==> src/rtl/btn_pkg.sv <==
// Shared types and sizing helpers for the button pulse generator.
package btn_pkg;

    typedef enum logic [1:0] {
        IDLE         = 2'd0,
        PRESS_WAIT   = 2'd1,
        PRESSED      = 2'd2,
        RELEASE_WAIT = 2'd3
    } btn_state_t;

    // Bits needed to hold the values 0..max_val without wrapping.
    function automatic int unsigned cnt_width(input int unsigned max_val);
        int unsigned w;
        w = 1;
        while ((w < 32) && ((64'(1) << w) <= 64'(max_val))) begin
            w = w + 1;
        end
        return w;
    endfunction

endpackage

==> src/rtl/button_pulse_gen_if.sv <==
// Button pin and its strobe/level outputs, bundled for the pulse generator.
interface button_pulse_gen_if;
    logic btn_raw;
    logic bp;
    logic rel;
    logic long_press;
    logic held;

    // Board/consumer side: drives the pin, observes the strobes.
    modport master (
        output btn_raw,
        input  bp,
        input  rel,
        input  long_press,
        input  held
    );

    // Pulse generator side.
    modport slave (
        input  btn_raw,
        output bp,
        output rel,
        output long_press,
        output held
    );
endinterface

==> src/rtl/sync_2ff.sv <==
// Two-flop synchroniser for a single asynchronous input; q is the second flop.
module sync_2ff (
    input  logic clk,
    input  logic reset,
    input  logic d,
    output logic q
);
    logic meta;

    always_ff @(posedge clk) begin
        if (reset) begin
            meta <= 1'b0;
            q    <= 1'b0;
        end else begin
            meta <= d;
            q    <= meta;
        end
    end
endmodule

==> src/rtl/button_pulse_gen.sv <==
// Debounced push-button front end: press/release strobes, held level,
// long-press strobe and optional auto-repeat presses.
module button_pulse_gen
    import btn_pkg::*;
#(
    parameter int unsigned DEBOUNCE_CYCLES = 1000000,
    parameter int unsigned LONG_CYCLES     = 100000000,
    parameter int unsigned REPEAT_EN       = 0,
    parameter int unsigned REPEAT_CYCLES   = 20000000
) (
    input logic               clk,
    input logic               reset,
    button_pulse_gen_if.slave btn
);
    localparam int unsigned DW = cnt_width(DEBOUNCE_CYCLES);
    localparam int unsigned HW = cnt_width(LONG_CYCLES);
    localparam int unsigned RW = cnt_width(REPEAT_CYCLES);

    localparam logic [DW-1:0] DEB_MAX   = DW'(DEBOUNCE_CYCLES);
    localparam logic [HW-1:0] HOLD_MAX  = HW'(LONG_CYCLES);
    localparam logic [HW-1:0] HOLD_LAST = HW'(LONG_CYCLES - 1);
    localparam logic [RW-1:0] REP_LAST  = RW'(REPEAT_CYCLES - 1);

    logic btn_sync;

    btn_state_t    state, state_n;
    logic [DW-1:0] deb_cnt, deb_n;
    logic [HW-1:0] hold_cnt, hold_n;
    logic [RW-1:0] rep_cnt, rep_n;
    logic          bp_q, bp_n;
    logic          rel_q, rel_n;
    logic          long_q, long_n;
    logic          held_q, held_n;

    sync_2ff u_sync (
        .clk   (clk),
        .reset (reset),
        .d     (btn.btn_raw),
        .q     (btn_sync)
    );

    always_ff @(posedge clk) begin
        if (reset) begin
            state    <= IDLE;
            deb_cnt  <= '0;
            hold_cnt <= '0;
            rep_cnt  <= '0;
            bp_q     <= 1'b0;
            rel_q    <= 1'b0;
            long_q   <= 1'b0;
            held_q   <= 1'b0;
        end else begin
            state    <= state_n;
            deb_cnt  <= deb_n;
            hold_cnt <= hold_n;
            rep_cnt  <= rep_n;
            bp_q     <= bp_n;
            rel_q    <= rel_n;
            long_q   <= long_n;
            held_q   <= held_n;
        end
    end

    always_comb begin
        state_n = state;
        deb_n   = deb_cnt;
        hold_n  = hold_cnt;
        rep_n   = rep_cnt;
        bp_n    = 1'b0;
        rel_n   = 1'b0;
        long_n  = 1'b0;

        case (state)
            IDLE: begin
                if (btn_sync) begin
                    state_n = PRESS_WAIT;
                    deb_n   = DW'(1);
                end
            end

            PRESS_WAIT: begin
                if (!btn_sync) begin
                    state_n = IDLE;
                    deb_n   = '0;
                end else if (deb_cnt >= DEB_MAX) begin
                    state_n = PRESSED;
                    deb_n   = '0;
                    hold_n  = '0;
                    rep_n   = '0;
                    bp_n    = 1'b1;
                end else begin
                    deb_n = deb_cnt + DW'(1);
                end
            end

            // Hold counter saturates at LONG_CYCLES; repeats only run once it has.
            PRESSED: begin
                if (!btn_sync) begin
                    state_n = RELEASE_WAIT;
                    deb_n   = DW'(1);
                end else if (hold_cnt != HOLD_MAX) begin
                    hold_n = hold_cnt + HW'(1);
                    long_n = (hold_cnt == HOLD_LAST);
                end else if (REPEAT_EN != 0) begin
                    if (rep_cnt == REP_LAST) begin
                        rep_n = '0;
                        bp_n  = 1'b1;
                    end else begin
                        rep_n = rep_cnt + RW'(1);
                    end
                end
            end

            RELEASE_WAIT: begin
                if (btn_sync) begin
                    state_n = PRESSED;
                    deb_n   = '0;
                end else if (deb_cnt >= DEB_MAX) begin
                    state_n = IDLE;
                    deb_n   = '0;
                    rel_n   = 1'b1;
                end else begin
                    deb_n = deb_cnt + DW'(1);
                end
            end

            default: begin
                state_n = IDLE;
                deb_n   = '0;
            end
        endcase

        // Level stays up through the release strobe cycle itself.
        held_n = (state_n == PRESSED) || (state_n == RELEASE_WAIT) || rel_n;
    end

    assign btn.bp         = bp_q;
    assign btn.rel        = rel_q;
    assign btn.long_press = long_q;
    assign btn.held       = held_q;
endmodule

==> src/flat_wrapper.sv <==
// flat-port wrapper written by rule: the top's interface ports become plain ports
module button_pulse_gen_flat import btn_pkg::*;
#(
    parameter int unsigned DEBOUNCE_CYCLES = 1000000,
    parameter int unsigned LONG_CYCLES     = 100000000,
    parameter int unsigned REPEAT_EN       = 0,
    parameter int unsigned REPEAT_CYCLES   = 20000000
)
  (clk, reset, btn_btn_raw, btn_bp, btn_rel, btn_long_press, btn_held);
  button_pulse_gen_if btn_i ();
  input logic clk;
  input logic reset;
  input wire logic [$bits(btn_i.btn_raw)-1:0] btn_btn_raw;
  output wire logic [$bits(btn_i.bp)-1:0] btn_bp;
  output wire logic [$bits(btn_i.rel)-1:0] btn_rel;
  output wire logic [$bits(btn_i.long_press)-1:0] btn_long_press;
  output wire logic [$bits(btn_i.held)-1:0] btn_held;
  assign btn_i.btn_raw = btn_btn_raw;
  assign btn_bp = btn_i.bp;
  assign btn_rel = btn_i.rel;
  assign btn_long_press = btn_i.long_press;
  assign btn_held = btn_i.held;
  button_pulse_gen #(.DEBOUNCE_CYCLES(DEBOUNCE_CYCLES), .LONG_CYCLES(LONG_CYCLES), .REPEAT_EN(REPEAT_EN), .REPEAT_CYCLES(REPEAT_CYCLES)) u_core (.clk(clk), .reset(reset), .btn(btn_i));
endmodule
==> config.mk <==
export PLATFORM = sky130hd
export DESIGN_NAME = button_pulse_gen_flat
export DESIGN_NICKNAME = d
export VERILOG_FILES = /design/src/rtl/btn_pkg.sv /design/src/rtl/button_pulse_gen_if.sv /design/src/rtl/sync_2ff.sv /design/src/rtl/button_pulse_gen.sv /design/src/flat_wrapper.sv
export SDC_FILE = /design/constraint.sdc
export NUM_CORES = 1
export LEC_CHECK = 0
export ABC_AREA = 1
export CAP_MARGIN = 20
export CORE_ASPECT_RATIO = 1.5
export CORE_MARGIN = 2
export CORE_UTILIZATION = 40
export DETAILED_ROUTE_END_ITERATION = 16
export GPL_TIMING_DRIVEN = 0
export PLACE_DENSITY = 0.56
export RECOVER_POWER = 100
export SKIP_CTS_REPAIR_TIMING = 1
export SLEW_MARGIN = 20
export SYNTH_ARGS = -nofsm -noshare
export SYNTH_HDL_FRONTEND = slang
export SYNTH_HIERARCHICAL = 1
export SYNTH_SLANG_ARGS = --single-unit
==> constraint.sdc <==
create_clock -name clk -period 4.8 [get_ports clk]
set_input_delay 0.96 -clock clk [delete_from_list [all_inputs] [get_ports clk]]
set_output_delay 0.96 -clock clk [all_outputs]
set_load 0.01 [all_outputs]
Word-level counts from Yosys, hierarchy flattened. Index checks and enable logic that the tools add are counted. W data, S select, Z words.

Register bits: 55. Input port bits: 3. Output and inout port bits: 4. Word-level logic and storage cells: 58.

$add $sub $neg: 2. $lt $le $gt $ge: 1. Eq/ne operators: 13. Mux-type cells: 21. Bitwise logic cells: 4. Reductions and logical operators: 8.

Operator list (number): $mux W27 (4); $mux W20 (5); $pmux W20 S4 (1); $pmux W27 S2 (1); $add A27 B1 Y27 const B (1); $eq A27 B27 Y1 const B (1); $ne A27 B27 Y1 const B (1); $add A20 B1 Y20 const B (1); $ge A20 B20 Y1 const B (1); $mux W2 (6); $eq A2 B2 Y1 const B (4); $ne A2 B2 Y1 const B (4); $pmux W2 S4 (1); $reduce_and A5 Y1 (1); $ne A2 B1 Y1 const B (2); $not A1 Y1 (4); $reduce_or A4 Y1 (1); $mux W1 (3); $reduce_or A3 Y1 (1); $eq A2 B1 Y1 const B (1); $logic_not A2 Y1 (1); $logic_or A1 B1 Y1 (2); $reduce_and A2 Y1 (1); $reduce_bool A2 Y1 (1).

Logic depth before layout (Yosys ltp). Gate-level depths: netlist (run 1).

Word-level depth: 7. Depth in mapped cells: 11. Depth with buffers taken out: 11.

Cells and area by module. The synthesis (run 1) kept the hierarchy.

By module, submodules not included: button_pulse_gen (times used 1, cells each 544, area each 3350.7 sq um, sequential area each 1061.0 sq um); sync_2ff (times used 1, cells each 6, area each 55.1 sq um, sequential area each 40.0 sq um).

Worst setup path before layout (run 1). Ideal clock, no wire load.

Kind: input -> register. From: input port reset. To: register u_core.deb_cnt[19]. Library setup time: 0.115 ns. Data arrival time: 1.759 ns. Data required time: 4.685 ns. Setup slack: 2.926 ns. Cell stages on the path: 4. Buffers on the path: 1. Cell sequence: clkbuf_1 clkinv_1 nand2_2 o21ba_2.

RTL lines: start: declaration (line flat_wrapper.sv:12) `input logic reset;`; end signal: assignment (line button_pulse_gen.sv:54) `deb_cnt <= deb_n;`; end: declaration (line button_pulse_gen.sv:27) `logic [DW-1:0] deb_cnt, deb_n;`.

==> results.md, run 1 <==
- WL per Instance: 13.7 microns
- Setup crit end kind: register
- Fmax: 0.336 GHz
- Max Cap Viol: 0
- Vias in the first global route: 3,183
- Worst setup SP type: input port
- Largest net degree at the start of global routing: 19
- Via density per instance: 5.05
- Setup TNS: 0 ns
- Synth Register Bits: 55
- Final Max Tran Viols: 0
- Critical path type: in -> reg
- Antenna viol nets, final: 0
- Crit path max fanout: 9
- Hold WC Path Type: reg -> reg
- Synthesis warning total: 6
- DRT Pass-1 Iters: 4
- DR DRC count: 0
- Least-Margin Pin Slew: 0.608 ns
- Logic pwr share: 2.9%
- RSZ-0062 raised after global routing: no
- Slew HR: 59.5%
- Maximum vdd drop: 0.135 mV
- Status: finished clean
- Worst setup path start: reset
- Fin. Hold Viols: 0
- Buffers on Ports: 6
- Post-DP HPWL: 7150 microns
- Mean Syn Cell Area: 6.19 sq um
- Finished Cell Area: 3770 sq um
- First-pass GRT wire length: 15,200 microns
- Pwr Density: 242 nW/um^2
- RD Place Congestion: 0.944
- Final setup fails: 0
- Total Power: 911 uW
- Yosys cell types: 38
- CTS root buf: clkbuf_16
- Fillers: 913
- Nets: 570
- Initial DRC count: 90
- Sequential power share: 50.4%
- Clk buf depth: 2
- GRT Resource Usage Total: 21.0%
- Internal power: 712 uW
- Fin crit share: 62.1%
- Clock transition at path regs: 0.08 ns
- Critical R2R Launch: u_core/hold_cnt[0]
- Reg2reg end: u_core/hold_cnt[24]
- Gr ovfl total: 0
- Cells after Synth: 550
- Setup Skew: 0.0118 ns
- CP Capture Point: u_core/deb_cnt[19]
- # rows: 41
- Placed inst area: 3600 sq um
- CTS tree: built
- Core ar.: 8360 sq um
- Post-synthesis sequential area ratio: 32.3%
- Clock power frac: 46.8%
- CTS buffer count: 5
- Syn_nets: 557
- Die X: 79.3 microns
- Syn Std Cell Area: 3410 sq um
- Initial core utilization: 40.7%
- Pleak: 0.00128 uW
- Req. time, crit path: 5.00 ns
- CTS sink count: 55
- Reg2reg setup slack: 2.60 ns
- Via count: 3,386
- Sw power: 199 uW
- Reg2Reg Depth: 11
- Share of layout cells above drive strength 1: 6.38%
- Top Ports: 7
- Clk_lat worst skew: 0.30 ns
- WP data arrival: 3.18 ns
- Total Die Area: 9280 sq um
- Switching Fraction: 21.8%
- H-tree depth: 2
- ANT cells: 0
- Area Growth Syn to Fin: 10.7%
- Final WL: 9210 microns
- Die Y-Extent: 117 microns
- Crit path time final: 2.98 ns
- Antenna violations before repair: 0
==> layout make-up <==
class,instances,area (sq um),area share [%]
Buffer,16,93.8,2.49
Clock buffer,5,125,3.32
Sequential cell,55,1100,29.2
Timing Repair Buffer,6,60.1,1.59
Multi-Input combinational cell,422,1990,52.9
Clock inverter,3,46.3,1.23
Tap cell,107,134,3.55
Inverter,57,214,5.68
==> cells in the final DEF, fill, tap and decap left out, types with 2 or more instances in the layout <==
cell type,instances
inv_1,51
xor2_1,8
a21oi_1,38
xnor2_1,5
ha_1,4
inv_2,4
nor3_1,9
buf_2,3
clkbuf_16,5
nor2_1,103
nand4_1,15
nand2_1,157
nor4_1,2
nand3_1,43
clkbuf_1,7
dfxtp_1,55
buf_6,3
a211oi_1,3
clkinv_1,2
o21bai_1,2
o21ai_0,12
dlygate4sd3_1,5
buf_4,2
nor2_2,4
o21a_1,2
nand2_2,2
==> synthesized netlist by cell type <==
cell	instances	area share [%]
buf_2	3	0.44
nand3_4	1	0.51
o21ba_2	1	0.29
nand3_1	43	6.3
inv_1	51	5.6
o21a_1	2	0.44
or2_2	1	0.18
buf_1	2	0.22
dfxtp_1	55	32
a31o_2	1	0.26
nor3_4	1	0.48
ha_1	4	1.5
nand3_2	1	0.29
a31oi_1	1	0.18
clkinv_1	2	0.22
clkbuf_1	6	0.66
a211oi_1	3	0.66
a21oi_1	38	5.6
nor3b_1	1	0.22
nor2_2	4	0.73
inv_2	4	0.44
nor2_1	103	11
nand2_1	156	17
o21ai_0	12	1.8
nor3_1	9	1.3
xnor2_1	5	1.3
o211a_1	1	0.29
nor2_4	1	0.33
a21oi_2	1	0.26
nor4_1	2	0.37
o21bai_1	2	0.44
buf_6	3	0.99
nand4_1	15	2.8
o21bai_4	1	0.55
buf_4	2	0.44
xor2_1	8	2.1
nand2_2	3	0.55
a21oi_4	1	0.48
==> routing by layer <==
metal,vias up,routed length (microns),GRT usage (%)
li1,1787,-,-
met1,1524,3740,21.8
met2,54,4960,40.3
met3,21,196,3.07
met4,0,316,10.8
met5,-,0,0
==> stage by stage <==
step	hold WS, ns	setup slack (ns)	std cells	utilization, %
after CTS	0.405	1.97	671	45.1
after floorplan	0.388	2.93	550	-
after detailed placement	0.394	1.66	663	43.0
after global routing	0.441	1.72	671	45.1
final	0.404	1.82	671	45.1
after global placement	0.392	1.67	663	43.0
==> worst max-delay path, stage by stage <==
cell and delay [ns]:
dlygate4sd3_1 0.56, clkbuf_1 0.49, clkinv_1 0.47, nand2_1 0.47, o21ba_2 0.22
==> logic make-up (layout without fill, tap and decap cells) <==
family,Yosys count,after routing,share of synthesized area [%]
simple gates,341,341,42.6
fa+ha+maj,4,4,1.47
compound gates,64,64,11.2
buf+inv,73,87,9.04
xor+xnor,13,13,3.34
flops,55,55,32.3
==> flip-flops by register name (all words and copies together), names as in the netlist <==
name	count
u_core/hold_cnt	27
u_core/deb_cnt	20
u_core/state	2
u_core/btn.bp	1
u_core/btn.held	1
u_core/btn.long_press	1
u_core/btn.rel	1
u_core/u_sync/meta	1
u_core/u_sync/q	1
==> power groups by stage <==
| stage | clock network, uW | logic (uW) | registers, uW |
|---|---|---|---|
| CTS | 443 | 27.4 | 459 |
| detailed placement | 0 | 27.4 | 470 |
| global placement | 0 | 27.0 | 470 |
| finish | 426 | 26.3 | 459 |
| floorplan | 0 | 17.2 | 469 |
| global route | 463 | 29.1 | 459 |
==> how the worst min path moves through the flow <==
stage	endpoint	from	depth (start not counted)	slack, ns
finish	u_core/u_sync/q	u_core/u_sync/meta	2	0.40
global route	u_core/u_sync/q	u_core/u_sync/meta	2	0.44
CTS	u_core/u_sync/q	u_core/u_sync/meta	2	0.41
detailed placement	u_core/u_sync/q	u_core/u_sync/meta	2	0.39
global placement	u_core/u_sync/q	u_core/u_sync/meta	2	0.39
floorplan	u_core/u_sync/q	u_core/u_sync/meta	2	0.39
Power figures use the tool's default switching activity.
==> run 2, diff against run 1 <==
==> constraint.sdc (replaced) <==
create_clock -name clk -period 2.8 [get_ports clk]
set_input_delay 0.56 -clock clk [delete_from_list [all_inputs] [get_ports clk]]
set_output_delay 0.56 -clock clk [all_outputs]
set_load 0.01 [all_outputs]
==> run 2 against run 1 <==
  * Utilization shrank 0.16 points
  * Combinational power grew 70%
  * Count of clock-buffer cells in the layout is the same
  * Critical path depth is the same
  * Sequential power grew 71%
  * Die area is the same
  * Register-to-register slack lost 2.1 ns
  * Worst hold slack is essentially flat
  * Setup slack lost 1.5 ns
  * Via count shrank 0.21%
  * Final area shrank 0.37%
  * Routed wire length shrank 0.18%
==> results.md, run 2 (synthesis results as in run 1) <==
- Antenna viol nets, final: 0 (unchanged)
- Pwr Density: 415 nW/um^2 (+72%)
- # rows: 41 (unchanged)
- Die X: 79.3 microns (unchanged)
- Vias in the first global route: 3,183 (unchanged)
- Fmax: 0.409 GHz
- WP data arrival: 2.64 ns (-0.54 ns)
- WL per Instance: 13.7 microns (-0.18%)
- Reg2Reg Depth: 11 (unchanged)
- Core ar.: 8360 sq um (unchanged)
- Max FFs per register: 27 (unchanged)
- Reg2reg setup slack: 0.51 ns (-2.09 ns)
- CTS root buf: clkbuf_16
- Buffers on Ports: 6 (unchanged)
- Worst setup SP type: input port
- Fin. Hold Viols: 0 (unchanged)
- Final Max Tran Viols: 0 (unchanged)
- Final setup fails: 0 (unchanged)
- Area Growth Syn to Fin: 10.2%
- CTS buffer count: 5 (unchanged)
- Most frequent cells in the layout: nand2_1 (157), nor2_1 (104), dfxtp_1 (55), inv_1 (52), nand3_1 (43)
- Placed cells: 663 (unchanged)
- ANT cells: 0 (unchanged)
- Top Ports: 7 (unchanged)
- Fin crit share: 87.4%
- RD Place Congestion: 0.944 (unchanged)
- Post-DP HPWL: 7150 microns (unchanged)
- Least-Margin Pin Slew: 0.605 ns (-0.00268 ns)
- Gr ovfl total: 0 (unchanged)
- Clock transition at path regs: 0.08 ns (about the same)
- Share of layout cells above drive strength 1: 5.85% (-0.53 points)
- Req. time, crit path: 3.00 ns (-2.00 ns)
- CTS sink count: 55 (unchanged)
- RSZ-0062 raised after global routing: no
- Critical path type: in -> reg
- Total Die Area: 9280 sq um (unchanged)
- CTS tree: built
- Critical R2R Launch: u_core/hold_cnt[0]
- DRT Pass-1 Iters: 4 (unchanged)
- Clk buf depth: 2 (unchanged)
- First-pass GRT wire length: 15,200 microns (unchanged)
- Initial core utilization: 40.7% (unchanged)
- Maximum vdd drop: 0.230 mV (+71%)
- Setup Skew: 0.00965 ns (-0.00212 ns)
- Via count: 3,379 (-0.21%)
- Max Cap Viol: 0 (unchanged)
- Hold WC Path Type: reg -> reg
- Via density per instance: 5.04 (-0.21%)
- DR DRC count: 0 (unchanged)
- Crit path time final: 2.45 ns
- Reg with most FFs: u_core/hold_cnt
- H-tree depth: 2 (unchanged)
- GRT Resource Usage Total: 21.0% (unchanged)
- Finished Layout Cells: 671 (unchanged)
- Biggest regs: u_core/hold_cnt (27), u_core/deb_cnt (20), u_core/state (2)
- Reg2reg end: u_core/hold_cnt[24]
- Worst setup path start: reset
- Pleak: 0.00127 uW (-1.0%)
- Slew HR: 59.6% (+0.18 points)
- CP Capture Point: u_core/deb_cnt[19]
- Setup TNS: 0 ns (unchanged)
- Setup crit end kind: register
- Crit path max fanout: 9 (unchanged)
- Commonest non-fill, non-tap cell in the layout: nand2_1
- Die Y-Extent: 117 microns (unchanged)
- Final WL: 9200 microns (-0.18%)
- Nets: 570 (unchanged)
- Clk_lat worst skew: 0.30 ns (about the same)
- Initial DRC count: 93 (+3.3%)
- Largest net degree at the start of global routing: 19 (unchanged)
- Antenna violations before repair: 0 (unchanged)
- Status: finished clean
[run 2: cell counts in the layout (fill, tap and decap cells not counted)]
Identical to the previous run, type by type.
[run 2: how the worst min path moves through the flow]
stage | start | to | slack, ns | cells after the start
6_report | u_core/u_sync/meta | u_core/u_sync/q | 0.40 | 2
5_1_grt | u_core/u_sync/meta | u_core/u_sync/q | 0.44 | 2
4_1_cts | u_core/u_sync/meta | u_core/u_sync/q | 0.41 | 2
3_5_place_dp | u_core/u_sync/meta | u_core/u_sync/q | 0.39 | 2
3_3_place_gp | u_core/u_sync/meta | u_core/u_sync/q | 0.39 | 2
2_1_floorplan | u_core/u_sync/meta | u_core/u_sync/q | 0.39 | 2
[run 2: through the flow]
step	utilization (%)	setup WS [ns]	cell area, sq um	hold slack, ns	power (uW)
3_5_place_dp	43.0	0.0623	3600	0.394	852
6_report	44.9	0.354	3750	0.404	1560
2_1_floorplan	-	1.17	3410	0.388	834
5_1_grt	44.9	0.245	3750	0.441	1630
3_3_place_gp	43.0	0.0653	3600	0.392	851
4_1_cts	45.1	0.375	3770	0.405	1590
[run 2: layout make-up]
class                           instances  area (sq um)
Timing Repair Buffer                    6          60.1
Tap cell                              107           134
Clock inverter                          3          46.3
Sequential cell                        55          1100
Inverter                               57           214
Clock buffer                            5           125
Fill cell                             917          4610
Buffer                                 16          93.8
Multi-Input combinational cell        422          1980
[run 2: power by group]
part | switching [uW] | internal [uW]
Combinational | 33.4 | 11.3
Sequential | 2.70 | 784
Clock | 301 | 426
Total | 337 | 1220
[run 2: critical path, stage by stage]
cell           delay (ns)
dlygate4sd3_1        0.56
clkbuf_1             0.49
clkinv_1             0.48
nand2_2              0.35
o21ba_2              0.20
[run 2: layer usage]
layer,routed length (microns),share of wire (%),track usage (%)
met1,3760,41,21.8
met2,4950,54,40.3
met3,171,1.9,3.07
met4,312,3.4,10.8
met5,0,0,0
